<file path="src/rtl/cache_line_store.sv">
// Direct-mapped write-through cache array with a miss/store handshake to memory.
// Optional hit/miss counters are built when CACHE_STATS_EN is defined.
module cache_line_store #(
  parameter int DATA_WIDTH  = 32,
  parameter int TAG_WIDTH   = 26,
  parameter int INDEX_WIDTH = 4
) (
  input  logic                   clk,
  input  logic                   rst,
  input  logic [TAG_WIDTH-1:0]   iTag,
  input  logic [INDEX_WIDTH-1:0] iIndex,
  input  logic                   iRead,
  input  logic                   iWrite,
  input  logic [DATA_WIDTH-1:0]  iWriteData,
  input  logic                   iFlush,
  input  logic [INDEX_WIDTH-1:0] iIndexFlush,
  output logic [DATA_WIDTH-1:0]  oData,
  output logic                   oStall,
  output logic                   oMemReq,
  output logic                   oMemWe,
  output logic [31:0]            oMemAddr,
  output logic [DATA_WIDTH-1:0]  oMemWData,
  input  logic                   iMemAck,
  input  logic [DATA_WIDTH-1:0]  iMemRData,
  output logic [31:0]            oHitCount,
  output logic [31:0]            oMissCount
);
  localparam int LINES = 1 << INDEX_WIDTH;

  typedef enum logic [1:0] {S_IDLE, S_FILL, S_WRITE, S_RESP} state_t;

  state_t                  r_state;
  logic [DATA_WIDTH-1:0]   r_data [LINES];
  logic [TAG_WIDTH-1:0]    r_tag  [LINES];
  logic [LINES-1:0]        r_valid;
  logic [TAG_WIDTH-1:0]    r_reqTag;
  logic [INDEX_WIDTH-1:0]  r_reqIdx;
  logic [DATA_WIDTH-1:0]   r_fill;
  logic                    r_memReq;
  logic                    r_memWe;
  logic [31:0]             r_memAddr;
  logic [DATA_WIDTH-1:0]   r_memWData;

  logic w_hit;
  logic w_fillDone;
  logic w_stall;

  assign w_hit      = r_valid[iIndex] && (r_tag[iIndex] == iTag);
  assign w_fillDone = (r_state == S_FILL) && iMemAck;

  always_ff @(posedge clk) begin
    if (rst) begin
      r_state    <= S_IDLE;
      r_reqTag   <= '0;
      r_reqIdx   <= '0;
      r_fill     <= '0;
      r_memReq   <= 1'b0;
      r_memWe    <= 1'b0;
      r_memAddr  <= '0;
      r_memWData <= '0;
    end else begin
      unique case (r_state)
        S_IDLE: begin
          if (iWrite) begin
            r_reqTag   <= iTag;
            r_reqIdx   <= iIndex;
            r_memWData <= iWriteData;
            r_memAddr  <= {iTag, iIndex, 2'b00};
            r_memReq   <= 1'b1;
            r_memWe    <= 1'b1;
            r_state    <= S_WRITE;
          end else if (iRead && !w_hit) begin
            r_reqTag  <= iTag;
            r_reqIdx  <= iIndex;
            r_memAddr <= {iTag, iIndex, 2'b00};
            r_memReq  <= 1'b1;
            r_memWe   <= 1'b0;
            r_state   <= S_FILL;
          end
        end
        S_FILL: begin
          if (iMemAck) begin
            r_memReq <= 1'b0;
            r_fill   <= iMemRData;
            r_state  <= S_RESP;
          end
        end
        S_WRITE: begin
          if (iMemAck) begin
            r_memReq <= 1'b0;
            r_state  <= S_RESP;
          end
        end
        S_RESP:  r_state <= S_IDLE;
        default: r_state <= S_IDLE;
      endcase
    end
  end

  // Flush is applied after the fill so it wins when both hit the same line.
  always_ff @(posedge clk) begin
    if (rst) begin
      r_valid <= '0;
    end else begin
      if (w_fillDone) r_valid[r_reqIdx] <= 1'b1;
      if (iFlush)     r_valid[iIndexFlush] <= 1'b0;
    end
  end

  always_ff @(posedge clk) begin
    if (!rst) begin
      if (w_fillDone) begin
        r_data[r_reqIdx] <= iMemRData;
        r_tag[r_reqIdx]  <= r_reqTag;
      end else if (r_state == S_IDLE && iWrite && w_hit) begin
        r_data[iIndex] <= iWriteData;
      end
    end
  end

  always_comb begin
    w_stall = 1'b0;
    unique case (r_state)
      S_IDLE:          w_stall = iWrite || (iRead && !w_hit);
      S_FILL, S_WRITE: w_stall = 1'b1;
      S_RESP:          w_stall = 1'b0;
      default:         w_stall = 1'b0;
    endcase
  end

  assign oStall    = w_stall;
  assign oData     = (r_state == S_RESP) ? r_fill : r_data[iIndex];
  assign oMemReq   = r_memReq;
  assign oMemWe    = r_memWe;
  assign oMemAddr  = r_memAddr;
  assign oMemWData = r_memWData;

`ifdef CACHE_STATS_EN
  logic [31:0] r_hitCount;
  logic [31:0] r_missCount;
  logic        w_lookup;

  assign w_lookup = (r_state == S_IDLE) && iRead && !iWrite;

  always_ff @(posedge clk) begin
    if (rst) begin
      r_hitCount  <= '0;
      r_missCount <= '0;
    end else begin
      if (w_lookup && w_hit && r_hitCount != '1)
        r_hitCount <= r_hitCount + 32'd1;
      if (w_lookup && !w_hit && r_missCount != '1)
        r_missCount <= r_missCount + 32'd1;
    end
  end

  assign oHitCount  = r_hitCount;
  assign oMissCount = r_missCount;
`else
  assign oHitCount  = '0;
  assign oMissCount = '0;
`endif

endmodule

</file>
<file path="config.mk">
export PLATFORM = sky130hd
export DESIGN_NAME = cache_line_store
export DESIGN_NICKNAME = d
export VERILOG_FILES = /design/src/rtl/cache_line_store.sv
export SDC_FILE = /design/constraint.sdc
export NUM_CORES = 1
export LEC_CHECK = 0
export CAP_MARGIN = 10
export CORE_AREA = 2 2 293 295
export DETAILED_ROUTE_END_ITERATION = 7
export DIE_AREA = 0 0 295 297
export PLACE_DENSITY = 0.69
export SLEW_MARGIN = 20
export SYNTH_ARGS = -nofsm -noshare
export SYNTH_HDL_FRONTEND = slang
export SYNTH_SLANG_ARGS = --single-unit
</file>
<file path="constraint.sdc">
create_clock -name clk -period 15.5 [get_ports clk]
set_input_delay 3.1 -clock clk [delete_from_list [all_inputs] [get_ports clk]]
set_output_delay 3.1 -clock clk [all_outputs]
set_load 0.05 [all_outputs]
</file>
==> results.toml, run 1 <==
[run_status]
status = "completed"

[die]
initial_core_util = 0.495
die_w_um = 295
boundaryPins = 267
fp.dieArea_mm2 = 0.0876
dieHeight_um = 297
fp-row-count = 107
core_mm2 = 0.0845

[min_path]
hold_class = "register to register"

[logic_synthesis]
synthAdderAreaFrac = 0.00120
synth_top_family_by_area = "multiplexers"
synth_simple_gate_area_frac = 0.0423
synthMuxAreaShare = 0.168
async_reset_ff_frac = 0
synth_cell_type_count = 72
yosysSeqAreaShare = 0.721
syn_inst = 2279
ys.flop_type = "edfxtp_1"
netlist_area_mm2 = 0.0418
ys_ff_latch = 1042
synth_xor_area_frac = 0.00502
yosys_warnings = 0
synth.avg_cell_area_um2 = 18.4
synth_compound_area_frac = 0.0331
synth_edf_count = 928

[timing]
fin_skew_ns = 0.0756
fmax_mhz = 89.4
maxSlewViolCount = 0
setup_viol = 0
finalCritPeriodShare = 0.722
rsz0062_at_grt = "false"
fin_ws_ns = 4.31
max_slew_margin = 0.221
tightest_slew_ns = 1.16
tns_ns = 0
min_period_ns = 11.19
final_hold_viol_count = 0

[place]
gp_congestion = 0.792
place_area_mm2 = 0.0450
io_buffers = 200
place_ws_ns = 4.47
dp_hpwl_um = 54900

[clock_network]
clkSinkCount = 1042
h-tree-depth = 3
clk-insertion-delay-late_ns = 0.69
tritoncts = "yes"
cts-hold-fix-buffers = 0
post_cts_buffers = 0
clk_pin_slew_worst_paths_ns = 0.06
post_cts_resized = 0
clock-root-buffer = "clkbuf_16"
clockBufferDepth = 3
cts_buffers = 104

[critical_path]
cp_max_fo = 46
worstSetupPathType = "primary input to output pin"
end_kind = "output pin"
required_ns = 12.40
critPathLaunchType = "primary input"
cp.arrival_ns = 8.09

[routing]
drc = 0
vias = 22287
via_per_inst = 5.95
drtPass1Iterations = 8
wl_um = 102000
antenna_left = 0
wire_per_inst_um = 27.1
first_iter_violations = 2491

[power_and_ir_drop]
powerDensity_mw_per_mm2 = 137
p_leak_nw = 16.0
vdd_ir_drop_max_mv = 0.115
power_w = 0.00667

[global_routing]
antenna_found_initial = 2
first_global_vias = 22626
grt_pass1_wl_um = 149000
overflow = 0
grt_usage = 0.233
grt_max_degree = 112

[layout]
final_nets = 2617
drive_above_1_share = 0.197
n_antenna_cell = 0
fin_area_mm2 = 0.0486
syn_to_final_growth_pct = 16.1

[run]
max_cap_violations = 0
## cell families (layout without fill, tap and decap cells)
logic type | Yosys count | count (layout)
flip-flops | 1042 | 1042
AND/OR/NAND/NOR | 397 | 397
multiplexers | 395 | 395
AO/OA/AOI/OAI | 213 | 213
buffers and inverters | 203 | 458
XOR/XNOR | 24 | 24
adder cells (fa/ha/maj) | 4 | 4
other | 1 | 66
## worst paths after layout
kind / to / cells after the start / startpoint / slack, ns
worst max-delay path: oStall / 13 / iIndex[0] / 4.31
worst min-delay path: r_fill[3] / 2 / r_fill[3] / 0.45
worst max register to register: r_data[4][4] / 11 / r_tag[5][9] / 10.73
worst min register to register: r_fill[3] / 2 / r_fill[3] / 0.45
## final cells by class
| class | count | area [um^2] |
|---|---|---|
| flip-flops and latches | 1042 | 30100 |
| repair buffers | 246 | 2370 |
| inverters | 16 | 60.1 |
| well taps | 1144 | 1430 |
| fillers | 6177 | 35900 |
| multi-input cells | 1099 | 11000 |
| clock inverters | 46 | 568 |
| clock buffers | 150 | 2990 |
## where the power goes
part           internal, W  switching [W]  leakage (nW)
clock network      0.00150        0.00106          1.74
logic             0.000285       0.000564          4.92
registers          0.00318      0.0000902          9.35
## registers in the layout, indices dropped and copies added, names as in the netlist
signal / count
r_data: 512
r_tag: 416
oMemWData: 32
r_fill: 32
r_reqTag: 25
r_valid: 16
r_reqIdx: 3
oMemAddr: 2
r_state: 2
oMemReq: 1
oMemWe: 1
## critical path, stage by stage
cell and delay [ns]:
buf_8 0.38, buf_4 0.73, nor2b_1 0.31, buf_4 0.31, a22oi_1 0.13, nand4b_1 0.24, o311ai_0 0.21, a2111oi_0 0.52
nand4_1 0.34, o31a_1 0.40, o21ai_0 0.17, o21ai_0 0.35, clkdlybuf4s50_1 0.82
## synth_stat cells, types with 3 or more instances
| master | instances | share of area |
|---|---|---|
| edfxtp_1 | 928 | 0.67 |
| nand2_1 | 240 | 0.022 |
| mux4_2 | 213 | 0.11 |
| mux2i_1 | 122 | 0.029 |
| dfxtp_1 | 114 | 0.055 |
| a21oi_1 | 95 | 0.011 |
| buf_4 | 81 | 0.015 |
| nor2_1 | 60 | 0.0054 |
| clkbuf_1 | 54 | 0.0048 |
| mux2_2 | 38 | 0.010 |
| buf_2 | 25 | 0.0030 |
| mux4_1 | 22 | 0.014 |
| a211oi_1 | 17 | 0.0030 |
| a22oi_1 | 16 | 0.0029 |
| inv_1 | 16 | 0.0014 |
| o22ai_1 | 16 | 0.0024 |
| xnor2_1 | 16 | 0.0033 |
| nor3_1 | 14 | 0.0017 |
| o21ai_0 | 14 | 0.0017 |
| buf_1 | 12 | 0.0011 |
| nand4_1 | 11 | 0.0016 |
| or3_1 | 11 | 0.0016 |
| buf_6 | 10 | 0.0027 |
| nor2b_1 | 10 | 0.0015 |
| a22o_1 | 9 | 0.0019 |
| a221oi_1 | 8 | 0.0017 |
| and2_1 | 8 | 0.0012 |
| nand2b_1 | 8 | 0.0012 |
| nand3_1 | 8 | 0.00096 |
| xor2_1 | 8 | 0.0017 |
| and3_1 | 6 | 0.00090 |
| buf_12 | 5 | 0.0024 |
| ha_1 | 4 | 0.0012 |
| a221o_1 | 3 | 0.00072 |
| a311oi_1 | 3 | 0.00063 |
| and4_1 | 3 | 0.00063 |
| nor3b_1 | 3 | 0.00054 |
| nor4_1 | 3 | 0.00045 |
| o21bai_1 | 3 | 0.00054 |
| o31ai_1 | 3 | 0.00054 |
| or2_2 | 3 | 0.00045 |
## through the flow
| stage | hold slack [ns] | cells | util |
|---|---|---|---|
| CTS | 0.454 | 3743 | 0.575 |
| global route | 0.469 | 3743 | 0.575 |
| global placement | 0.438 | 3547 | 0.533 |
| finish | 0.452 | 3743 | 0.575 |
| floorplan | 0.433 | 2344 | - |
| detailed placement | 0.446 | 3547 | 0.533 |
## metal layers
layer | GRT usage | part of all wire | vias up
met4 | 0.0745 | 0.028 | 4
li1 | - | - | 9452
met5 | 0 | 0.00023 | -
met3 | 0.0347 | 0.073 | 194
met2 | 0.385 | 0.50 | 989
met1 | 0.320 | 0.40 | 11648
## cells in the final DEF (no fill, tap or decap), types with 14 or more instances in the layout
master / netlist / final
o21ai_0: 14 / 14
a211oi_1: 17 / 17
nand2_1: 240 / 238
clkbuf_1: 54 / 26
buf_4: 81 / 46
edfxtp_1: 928 / 928
mux4_1: 22 / 22
a21oi_1: 95 / 94
nor2_1: 60 / 49
dfxtp_1: 114 / 114
a22oi_1: 16 / 16
clkdlybuf4s50_1: 0 / 195
clkbuf_16: 0 / 105
mux2i_1: 122 / 122
conb_1: 1 / 66
clkinv_2: 0 / 17
mux4_2: 213 / 213
inv_1: 16 / 15
clkbuf_8: 0 / 19
xnor2_1: 16 / 16
mux2_2: 38 / 38
Note: power is estimated with default switching activity, not from simulation.
==> run 2, diff against run 1 <==
clock period = 11.1 ns   (was 15.5 ns; I/O delays follow)
==> results.toml, run 2 (synthesis results as in run 1) <==
[clock_network]
tritoncts = "yes"
clk_pin_slew_worst_paths_ns = 0.06
cts_buffers = 105
clk-insertion-delay-late_ns = 0.67
cts-hold-fix-buffers = 0
clock-root-buffer = "clkbuf_16"
clkSinkCount = 1042
h-tree-depth = 3
post_cts_resized = 0
post_cts_buffers = 0
clockBufferDepth = 3

[die]
core_mm2 = 0.0845
dieHeight_um = 297
boundaryPins = 267
initial_core_util = 0.495
die_w_um = 295
fp.dieArea_mm2 = 0.0876
fp-row-count = 107

[global_routing]
overflow = 0
grt_max_degree = 94
first_global_vias = 22741
antenna_found_initial = 3
grt_usage = 0.232
grt_pass1_wl_um = 149000

[run]
max_cap_violations = 0

[critical_path]
end_kind = "output pin"
cp.arrival_ns = 7.44
worst-path-buf-inv = 3
cp_max_fo = 76
crit_family = "compound AO/OA/AOI/OAI gates"
r2r_slack_ns = 6.10
worstSetupPathType = "primary input to output pin"
path_common_cell = "o21ai_0"
cp_cell_sequence = "buf_8 > nor2b_1 > buf_4 > a22o_1 > a221oi_1 > xor2_1 > o31ai_1 > nand4_1 > o31a_1 > o21ai_0 > o21ai_0 > clkdlybuf4s50_1"
critPathSlowestCell = "nor2b_1"
slowest_delay_ns = 0.87
required_ns = 8.88
critPathLaunchType = "primary input"

[layout]
biggestRegsByFlops = "r_data x512, r_tag x416"
top_register = "r_data"
fin_cells = 3744
largest_register_ffs = 512
drive_above_1_share = 0.193
fillers = 6258
final_cell_mix = "edfxtp_1, nand2_1, mux4_2"
syn_to_final_growth_pct = 15.5
layout_commonest_cell = "edfxtp_1"
final_nets = 2618

[timing]
min_period_ns = 9.66
final_hold_viol_count = 0
fin_ws_ns = 1.44
finalCritPeriodShare = 0.870
tightest_slew_ns = 1.13
fin_skew_ns = 0.0387
setup_viol = 0
fmax_mhz = 104
max_slew_margin = 0.247
rsz0062_at_grt = "false"
maxSlewViolCount = 0
tns_ns = 0

[routing]
drtPass1Iterations = 7
vias = 22429
drc = 0
via_per_inst = 5.99
wire_per_inst_um = 27.3
antenna_left = 0
first_iter_violations = 2195
wl_um = 102000

[place]
dp_cells = 3546
gp_congestion = 0.774
place_ws_ns = 1.52
io_buffers = 200
dp_hpwl_um = 55600

[power_and_ir_drop]
vdd_ir_drop_max_mv = 0.182
powerDensity_mw_per_mm2 = 189
p_switching_w = 0.00238
p_leak_nw = 15.9
p_comb_frac = 0.130
internal-power_w = 0.00676
seqPwrFrac = 0.499
clockPowerShare = 0.371
netSwitchingFraction = 0.260

[min_path]
hold_class = "register to register"

[run_status]
status = "completed"
==> run 2: changes by cell type in the layout (fill, tap and decap cells not counted), sizes merged <==
cell / delta
diode: +1
clkinvlp: +1
clkinv: +10
inv: +1
bufinv: -3
clkbuf: -9
==> run 2: worst paths after layout <==
path | startpoint | endpoint | cells after the start
worst max-delay path | iIndex[1] | oStall | 12
worst min-delay path | r_fill[11] | r_fill[11] | 2
worst max register to register | r_tag[5][18] | r_data[7][2] | 11
worst min register to register | r_fill[11] | r_fill[11] | 2
==> run 2: area by class of cell <==
class	instances	area, um^2	share of cell area
flip-flops and latches	1042	30100	0.624
multi-input cells	1099	11000	0.228
clock buffers	141	2820	0.0584
repair buffers	246	2360	0.0488
well taps	1144	1430	0.0296
clock inverters	55	484	0.0100
inverters	16	60.1	0.00124
diodes	1	2.50	0.0000518
==> run 2: worst min-delay path, delay by kind of cell (launching register included) <==
family	cells	cell delay [ns]
simple gates	1	0.05
flops	1	0.30
compound gates	1	0.05
==> run 2: per-stage QoR <==
stage	util	area, um^2	hold WS (ns)	power [W]
floorplan	-	42100	0.433	0.00540
global placement	0.533	45000	0.438	0.00579
detailed placement	0.533	45000	0.446	0.00583
CTS	0.572	48300	0.454	0.00919
global route	0.572	48300	0.468	0.00942
finish	0.572	48300	0.453	0.00914
==> run 2: power by group through the flow <==
| stage | sequential [W] | combinational (W) | clock [W] |
|---|---|---|---|
| floorplan | 0.00475 | 0.000652 | 0 |
| finish | 0.00456 | 0.00119 | 0.00340 |
| global route | 0.00458 | 0.00125 | 0.00360 |
| detailed placement | 0.00464 | 0.00119 | 0 |
| CTS | 0.00456 | 0.00119 | 0.00344 |
| global placement | 0.00463 | 0.00117 | 0 |
==> run 2: layer usage <==
layer | wire length, um | track usage | vias to the layer above | share of wire
met3 | 7950 | 0.0393 | 211 | 0.078
li1 | - | - | 9438 | -
met1 | 40100 | 0.312 | 11725 | 0.39
met5 | 27 | 0 | - | 0.00026
met2 | 51000 | 0.389 | 1051 | 0.50
met4 | 2940 | 0.0750 | 4 | 0.029
